**config.mk**
```make
export PLATFORM = sky130hd
export DESIGN_NAME = tone_period_meter
export DESIGN_NICKNAME = d
export VERILOG_FILES = /design/src/rtl/tone_period_meter.sv
export SDC_FILE = /design/constraint.sdc
export NUM_CORES = 1
export LEC_CHECK = 0
export CAP_MARGIN = 20
export CORE_AREA = 2 2 105 107
export CTS_CLUSTER_DIAMETER = 80
export DETAILED_ROUTE_END_ITERATION = 12
export DIE_AREA = 0 0 107 109
export PLACE_DENSITY = 0.59
export REMOVE_ABC_BUFFERS = 1
export SYNTH_ARGS = -nofsm -noshare
export SYNTH_HDL_FRONTEND = slang
export SYNTH_SLANG_ARGS = --single-unit
```
**constraint.sdc**
```tcl
create_clock -name clock -period 2.9 [get_ports clock]
set_clock_uncertainty 0.1 [all_clocks]
set_input_delay 0.435 -clock clock [delete_from_list [all_inputs] [get_ports clock]]
set_output_delay 0.435 -clock clock [all_outputs]
set_load 0.02 [all_outputs]
```
**src/rtl/tone_period_meter.sv**
```systemverilog
// rtl/tone_period_meter.sv - measures samples spanned by n_periods tone periods from dual-sample input
module tone_period_meter #(
  parameter int W_CNT  = 24,
  parameter int W_NPER = 8
) (
  input  logic              clock,
  input  logic              resetb,
  input  logic              enable,
  input  logic              samp0,
  input  logic              samp1,
  input  logic [W_NPER-1:0] n_periods,
  output logic [W_CNT-1:0]  result,
  output logic              result_valid,
  input  logic              result_ready,
  output logic              overrun,
  input  logic              clr_overrun,
  output logic              timeout,
  output logic              busy
);

  typedef enum logic [1:0] {IDLE, ARM, MEASURE} state_t;

  localparam logic [W_CNT-1:0]  CNT_ONE   = W_CNT'(1);
  localparam logic [W_CNT-1:0]  CNT_TWO   = W_CNT'(2);
  localparam logic [W_CNT-1:0]  CNT_LIMIT = {{(W_CNT-1){1'b1}}, 1'b0};
  localparam logic [W_NPER-1:0] NPER_ONE  = W_NPER'(1);

  state_t            state, state_next;
  logic              prev;
  logic [W_CNT-1:0]  cnt, cnt_next;
  logic [W_NPER-1:0] ecnt, ecnt_next;
  logic [W_NPER-1:0] nper, nper_next;
  logic              timeout_next;
  logic              capture;

  logic              edge0, edge1, edge_any;
  logic [W_CNT-1:0]  restart;
  logic [W_CNT-1:0]  measured;
  logic [W_NPER-1:0] n_eff;
  logic [W_NPER-1:0] ecnt_inc;

  // An edge between the previous pair and samp0 lands at p=0; between samp0 and samp1 at p=1.
  assign edge0    = !prev && samp0;
  assign edge1    = !samp0 && samp1;
  assign edge_any = edge0 || edge1;
  assign restart  = edge1 ? CNT_ONE : CNT_TWO;
  assign measured = edge1 ? cnt + CNT_ONE : cnt;
  assign n_eff    = (nper == '0) ? NPER_ONE : nper;
  assign ecnt_inc = ecnt + NPER_ONE;
  assign busy     = (state == MEASURE);

  always_ff @(posedge clock or negedge resetb) begin
    if (!resetb) begin
      state <= IDLE;
    end else begin
      state <= state_next;
    end
  end

  always_comb begin
    state_next   = state;
    cnt_next     = cnt;
    ecnt_next    = ecnt;
    nper_next    = nper;
    timeout_next = 1'b0;
    capture      = 1'b0;
    if (!enable) begin
      state_next = IDLE;
    end else begin
      case (state)
        IDLE: state_next = ARM;
        ARM: begin
          if (edge_any) begin
            cnt_next   = restart;
            ecnt_next  = '0;
            nper_next  = n_periods;
            state_next = MEASURE;
          end
        end
        MEASURE: begin
          if (edge_any) begin
            if (ecnt_inc == n_eff) begin
              capture   = 1'b1;
              cnt_next  = restart;
              ecnt_next = '0;
            end else begin
              cnt_next  = cnt + CNT_TWO;
              ecnt_next = ecnt_inc;
            end
          end else if (cnt >= CNT_LIMIT) begin
            // Saturation reached without an edge: drop the partial count and rearm.
            timeout_next = 1'b1;
            state_next   = ARM;
          end else begin
            cnt_next = cnt + CNT_TWO;
          end
        end
        default: state_next = IDLE;
      endcase
    end
  end

  always_ff @(posedge clock or negedge resetb) begin
    if (!resetb) begin
      prev         <= 1'b0;
      cnt          <= '0;
      ecnt         <= '0;
      nper         <= '0;
      timeout      <= 1'b0;
      result       <= '0;
      result_valid <= 1'b0;
      overrun      <= 1'b0;
    end else begin
      prev    <= samp1;
      cnt     <= cnt_next;
      ecnt    <= ecnt_next;
      nper    <= nper_next;
      timeout <= timeout_next;
      if (capture) begin
        result       <= measured;
        result_valid <= 1'b1;
      end else if (result_valid && result_ready) begin
        result_valid <= 1'b0;
      end
      if (clr_overrun) begin
        overrun <= 1'b0;
      end else if (capture && result_valid && !result_ready) begin
        overrun <= 1'b1;
      end
    end
  end

endmodule

```
# Word-level counts from Yosys, hierarchy flattened
# Index checks and enable logic that the tools add are counted.
# totals
register_bits	70
inputBits	15
output_inout_bits	28
wordCells	69
# classes
add_sub_neg	3
magnitude_cmp	1
n_eq_ne	9
n_mux	29
reduce_logical	18
# op_table
operator	count
$mux 24	5
$pmux 24 s2	1
$mux 8	4
$add 24x1->24 const B	1
$add 24x2->24 const B	1
$ge 24x24->1 const B	1
$pmux 8 s2	1
$mux 1	12
$mux 2	5
$ne 3x3->1 const B	3
$add 8x1->8 const B	1
$eq 8x8->1	1
$logic_not 8->1	1
$reduce_and 4->1	2
$pmux 2 s3	1
$reduce_and 3->1	2
$reduce_bool 2->1	3
$logic_and 1x1->1	5
$logic_not 1->1	3
$ne 3x2->1 const B	1
$eq 2x1->1 const B	1
$eq 2x2->1 const B	1
$logic_not 2->1	1
$ne 2x1->1 const B	1
2 further kinds	2

# Longest topological paths before layout
# Gate-level depths: netlist (run 1).
# depth
ltp_word	11
mapped_depth	10
mapped_depth_nobuf	8

# Worst setup path after synthesis (run 1)
# No wires, ideal clock.
# synth_path
path_type	reg2reg
start	register ecnt[0]
end	register cnt[19]
setup_time_ns	0.124
arrival_time_ns	2.367
required_ns	2.676
setup_slack_ns	0.309
path_stages_with_launch	9
n_path_buf	1
period_less_slack_ns	2.591
path_cell_list	dfrtp_1 ha_1 or4b_1 a21oi_2 o32ai_2 o41ai_4 buf_4 nor2_1 a211o_1
# synth_via
elab_chain_len	5
# synth_lines
item	line_no	rtl
start, declared	31	logic [W_NPER-1:0] ecnt, ecnt_next;
start signal, assigned	116	ecnt <= ecnt_next;
$add 8x1->8	49	assign ecnt_inc = ecnt + NPER_ONE;
$eq 8x8->1	82	if (ecnt_inc == n_eff) begin
$mux 24	82	
$mux 24	81	if (edge_any) begin
$pmux 24 s2	70	case (state)
end signal, assigned	115	cnt <= cnt_next;
end, declared	30	logic [W_CNT-1:0] cnt, cnt_next;
# Every way passes these cells.
# A chain may end at the register's enable or synchronous reset.

# Final worst setup path (run 1)
# layout_path
start	register ecnt[1]
end	register cnt[10]
# The elaborated chain is that of the path after synthesis.

==> flow_summary.ini, run 1 <==
[run_status]
status = completed

[sta]
slew_headroom_pct = 52.3
slew_viol_final = 0
worst_pin_slew_ps = 710
setup_ws_ps = 110
hold_viol_final = 0
period_needed_ps = 2790
setup_viol = 0
fmax_mhz = 358
period_share_pct = 96.2
rsz0062_at_grt = false

[synth]
synth_edf_count = 0
ys_seq_area_share_pct = 42.6
synth_fa_ha_area_share_pct = 2.44
synth_top_family_by_area = simple AND/OR/NAND/NOR gates
ys_ff_latch = 70
async_flop_share_pct = 100
synth.avg_cell_area_um2 = 9.83
synth_ff_type = dfrtp_1
synthDistinctLibCells = 59
syn_area_um2 = 4110
synth-simple-area-share_pct = 19.9
syn_inst = 418
synth-warning-count = 0
synth_xor_area_share_pct = 6.39
muxShareOfSynthArea_pct = 9.28
synth_compound_area_share_pct = 15.0

[final_layout]
antennaDiodeCount = 0
finalNetCount = 490
syn2layout_area_growth_pct = 20.5
n_fill_cell = 1017
layout-drive-gt1-share_pct = 16.5

[power]
p_leak_nw = 2.15
totalPowerFinal_mw = 3.01
vdd_ir_drop_max_uv = 275
p_per_area_nw_per_um2 = 607

[grt]
grt_overflow = 0
first_global_vias = 3183
antenna_found_initial = 0
grt_pass1_wl_mm = 16.2
grt_max_degree = 33
grtUsageTotal_pct = 17.9

[critical_path]
timing.rr.end = cnt[10]
cp_num_cells = 8
critPathCapture = cnt[10]
path_buf_inv = 1
startpoint_type = flop
r2r-start = ecnt[1]
startpoint = ecnt[1]
worstPathArrival_ps = 2990
worstRegToRegCells = 8
crit_type = reg -> reg
critPathSlowestCell = nor2_1
path_delay_family = simple AND/OR/NAND/NOR gates
cp.required_ps = 3100
cp_cell_sequence = ha_1 > nand3_2 > or3_1 > nand4_1 > o41ai_4 > buf_12 > nor2_1 > a22o_1
path_max_fanout = 32
slowest_delay_ps = 520
crit_path_end_kind = flop
r2r_slack_ps = 110

[cts]
cts-htree-levels = 3
cts_tree = built
clockRootBuffer = clkbuf_8
clkTransAtPathRegs_ps = 70
clk_latency_ps = 370
clkSinkCount = 70
cts_buffers = 9
clock_path_buffers = 2
cts_setup_buffers = 0

[die]
ios = 43
core_area_um2 = 10600
die_y_um = 109
start_util_pct = 38.8
die-area_um2 = 11700
row_count = 38
die_w_um = 107

[route]
wl_per_cell_um = 15.5
drc = 0
finalWirelength_mm = 9.49
vias_per_cell = 5.36
num_vias = 3281
drt_iter0_drc = 182
drt-pass1-iter-count = 4
route.antenna.remaining_nets = 0

[placed_design]
port_buffers = 42
gp_congestion = 0.871
dpl.hpwl_mm = 6.89
dp_slack_ps = 78.3

[min_path]
hold_class = reg -> reg

[run]
max_cap_violations = 0
==> worst reg2reg max path: stages (launching register included) <==
cell and delay [ps]:
dfrtp_1 390, ha_1 300, nand3_2 170, or3_1 400, nand4_1 250, o41ai_4 140, buf_12 200, nor2_1 530
a22o_1 250
==> power by group <==
| group | leakage [nW] | internal [mW] | switching, mW |
|---|---|---|---|
| sequential | 0.954 | 1.08 | 0.139 |
| clock | 0.113 | 0.479 | 0.395 |
| combinational | 1.08 | 0.411 | 0.501 |
| total | 2.15 | 1.97 | 1.03 |
==> cell type report <==
| type | instances | area [µm²] | share of cell area, % |
|---|---|---|---|
| timing repair buffer | 61 | 586 | 11.8 |
| multi-input combinational | 313 | 2180 | 44.1 |
| clock buffer | 9 | 124 | 2.50 |
| inverter | 12 | 45.0 | 0.910 |
| sequential | 70 | 1750 | 35.4 |
| clock inverter | 7 | 88.8 | 1.79 |
| tap | 140 | 175 | 3.54 |
==> how the worst min path moves through the flow <==
stage / slack [ps] / endpoint / cells after the start / startpoint
finish: 400 / result[15] / 1 / result[15]
global route: 420 / result[10] / 1 / result[10]
CTS: 410 / result[15] / 1 / result[15]
detailed placement: 360 / result[23] / 1 / resetb
global placement: 350 / result[23] / 1 / resetb
floorplan: 40 / cnt[0] / 0 / resetb
==> repair_timing <==
action                     in CTS  in global routing
hold endpoints to repair       22                  0
resized for setup               0                  1
setup endpoints to repair       0                  6
hold buffers                    1                  0
==> flip-flops by register name, indices dropped and copies added (netlist names) <==
register,flops
timeout,1
result_valid,1
result,24
nper,8
state,2
overrun,1
ecnt,8
cnt,24
prev,1
==> placed cells by master (no fill, tap or decap), types with 14 or more instances in the layout <==
master	synthesis	final
nand2_1	37	37
nor3_1	18	18
dfrtp_1	70	70
xnor2_1	17	17
o21ai_0	30	30
clkdlybuf4s50_1	0	41
nand4_1	14	14
mux2_2	27	27
buf_4	3	16
nor2_1	32	32
==> cells by family (layout without fill, tap and decap cells) <==
group           Yosys count  after routing
compound gates           82             82
fa+ha+maj                 8              8
mux                      34             34
flops                    70             70
xor+xnor                 30             30
simple gates            159            159
buf+inv                  35             89
==> Yosys cell counts, drive strengths merged, types with 7 or more instances <==
master  count  share of area, %
nor2       32               2.9
nand2      38               3.5
xor2       13               2.8
nor4        9               1.5
nand3      15               2.1
xnor2      17               3.6
a22o       11               2.3
ha          8               2.4
nand4      14               2.1
mux2       33               9.0
o21ai      30               3.7
inv        12               1.1
o31ai       7               1.6
nor3       19               2.4
dfrtp      70                43
a21oi       7              0.94
and3        8               1.2
buf        17               2.6
==> metal layers <==
metal	global-route usage (%)	vias up	routed length [µm]
met1	26.0	1566	4730
met3	3.83	14	496
met4	6.96	0	160
met5	0	-	0
li1	-	1610	-
met2	26.0	91	4100
==> stage by stage <==
stage | utilization [%] | setup TNS [ps] | instances | area, µm² | hold WS [ps]
3_3_place_gp | 44.6 | 0 | 595 | 4730 | 348
3_5_place_dp | 44.6 | 0 | 595 | 4730 | 358
4_1_cts | 46.7 | 0 | 612 | 4950 | 406
6_report | 46.7 | 0 | 612 | 4950 | 398
2_1_floorplan | - | -2980 | 395 | 3980 | 39.4
5_1_grt | 46.7 | 0 | 612 | 4950 | 418
(Power assumes the default switching activity.)
==> run 2: changes to the inputs <==
--- a/config.mk
+++ b/config.mk
@@ -5,11 +5,11 @@
 export SDC_FILE = /design/constraint.sdc
 export NUM_CORES = 1
 export LEC_CHECK = 0
-export CAP_MARGIN = 20
 export CORE_AREA = 2 2 105 107
 export CTS_CLUSTER_DIAMETER = 80
 export DETAILED_ROUTE_END_ITERATION = 12
 export DIE_AREA = 0 0 107 109
+export GPL_TIMING_DRIVEN = 0
 export PLACE_DENSITY = 0.59
 export REMOVE_ABC_BUFFERS = 1
 export SYNTH_ARGS = -nofsm -noshare
==> run 2 against run 1 <==
Against the previous run: sequential share of layout area about the same; maximum frequency increased by 0.45%; register-to-register slack about the same; via count decreased by 0.37%; cell count decreased by 1.5%; clock power increased by 7.4%.
==> flow_summary.ini, run 2 (synthesis gave the netlist of run 1 again) <==
[critical_path]
slowest_delay_ps = 500
critPathSlowestCell = or4b_1
path_buf_inv = 0
critPathCapture = result[9]
cp_cell_sequence = ha_4 > or4b_1 > a21oi_2 > o32ai_4 > nor3_2 > nand2_4 > mux2_1
path_max_fanout = 25
cp_num_cells = 7
worstRegToRegCells = 7
worstPathArrival_ps = 2920
path_delay_family = simple AND/OR/NAND/NOR gates
cp.required_ps = 3050
crit_path_end_kind = flop
r2r-start = ecnt[0]
r2r_slack_ps = 120
timing.rr.end = result[9]
startpoint_type = flop
crit_type = reg -> reg
startpoint = ecnt[0]

[sta]
period_needed_ps = 2780
worst_pin_slew_ps = 793
setup_ws_ps = 122
slew_viol_final = 0
fmax_mhz = 360
setup_viol = 0
rsz0062_at_grt = false
hold_viol_final = 0
period_share_pct = 95.8
slew_headroom_pct = 47.1

[cts]
cts_buffers = 9
clk_latency_ps = 370
cts-htree-levels = 3
clkSinkCount = 70
clockRootBuffer = clkbuf_8
clkTransAtPathRegs_ps = 70
cts_tree = built
clock_path_buffers = 2

[route]
vias_per_cell = 5.42
num_vias = 3269
drt-pass1-iter-count = 4
drc = 0
drt_iter0_drc = 170
wl_per_cell_um = 15.1
finalWirelength_mm = 9.08
route.antenna.remaining_nets = 0

[run_status]
status = completed

[power]
vdd_ir_drop_max_uv = 314
p_leak_nw = 2.13
p_per_area_nw_per_um2 = 621

[run]
max_cap_violations = 0

[die]
die-area_um2 = 11700
core_area_um2 = 10600
row_count = 38
ios = 43
die_w_um = 107
start_util_pct = 38.8
die_y_um = 109

[final_layout]
antennaDiodeCount = 0
top_regs = cnt: 24 flops, result: 24 flops
multi_input_area_um2 = 2220
layout-drive-gt1-share_pct = 15.6
postLayoutCoreUtil_pct = 46.7
n_fill_cell = 1019
layout_commonest_cell = dfrtp_1
seq_area_um2 = 1750
finalNetCount = 481
layout_common_cells = dfrtp_1, clkdlybuf4s50_1, nand2_1, nor2_1, o21ai_0
syn2layout_area_growth_pct = 20.5

[min_path]
hp-start = result[12]
hold_class = reg -> reg

[grt]
grt_pass1_wl_mm = 15.4
grtUsageTotal_pct = 17.0
antenna_found_initial = 0
grt_overflow = 0
first_global_vias = 3030
grt_max_degree = 44

[placed_design]
port_buffers = 42
gp_congestion = 0.821
dpl.hpwl_mm = 6.44
dp_slack_ps = -620
==> run 2: worst min-delay path by stage <==
stage	slack [ps]	depth (start not counted)	end
after global placement	370	1	result[14]
after global routing	410	1	result[9]
after CTS	400	1	result[9]
final	400	1	result[12]
after floorplan	40	0	cnt[0]
after detailed placement	300	1	result[23]
==> run 2: through the flow <==
stage	instances	area [µm²]	power (mW)	TNS [ps]	hold WS, ps
after floorplan	395	3980	1.82	-2980	39.4
after global placement	577	4570	2.04	-109540	375
after detailed placement	579	4610	2.08	-12710	298
after CTS	600	4910	3.07	0	401
after global routing	603	4950	3.28	0	412
final	603	4950	3.08	0	397
==> run 2: where the power goes <==
part / internal [mW] / total, mW / switching, mW / leakage, nW
Sequential: 1.08 / 1.23 / 0.141 / 0.951
Combinational: 0.400 / 0.914 / 0.514 / 1.06
Clock: 0.554 / 0.939 / 0.385 / 0.120
==> run 2: repair_timing <==
action,in CTS,in global routing
pin swaps,1,1
endpoints found under the setup margin,47,19
hold buffers,1,0
resized for setup,5,4
setup buffers,4,3
hold endpoints to repair,27,0
==> run 2: cell type report <==
cell class,instances,share of cell area [%]
clock inverters,3,1.31
well taps,140,3.54
flip-flops and latches,70,35.4
inverters,12,0.909
repair buffers,52,10.7
clock buffers,13,3.41
multi-input cells,313,44.8
==> run 2: layer usage <==
metal  share of wire [%]  GRT usage [%]  up-vias
met1                  48           23.7     1600
li1                    -              -     1587
met3                 4.9           3.95        5
met4                0.79           5.94        0
met2                  46           25.8       77
met5                   0              0        -
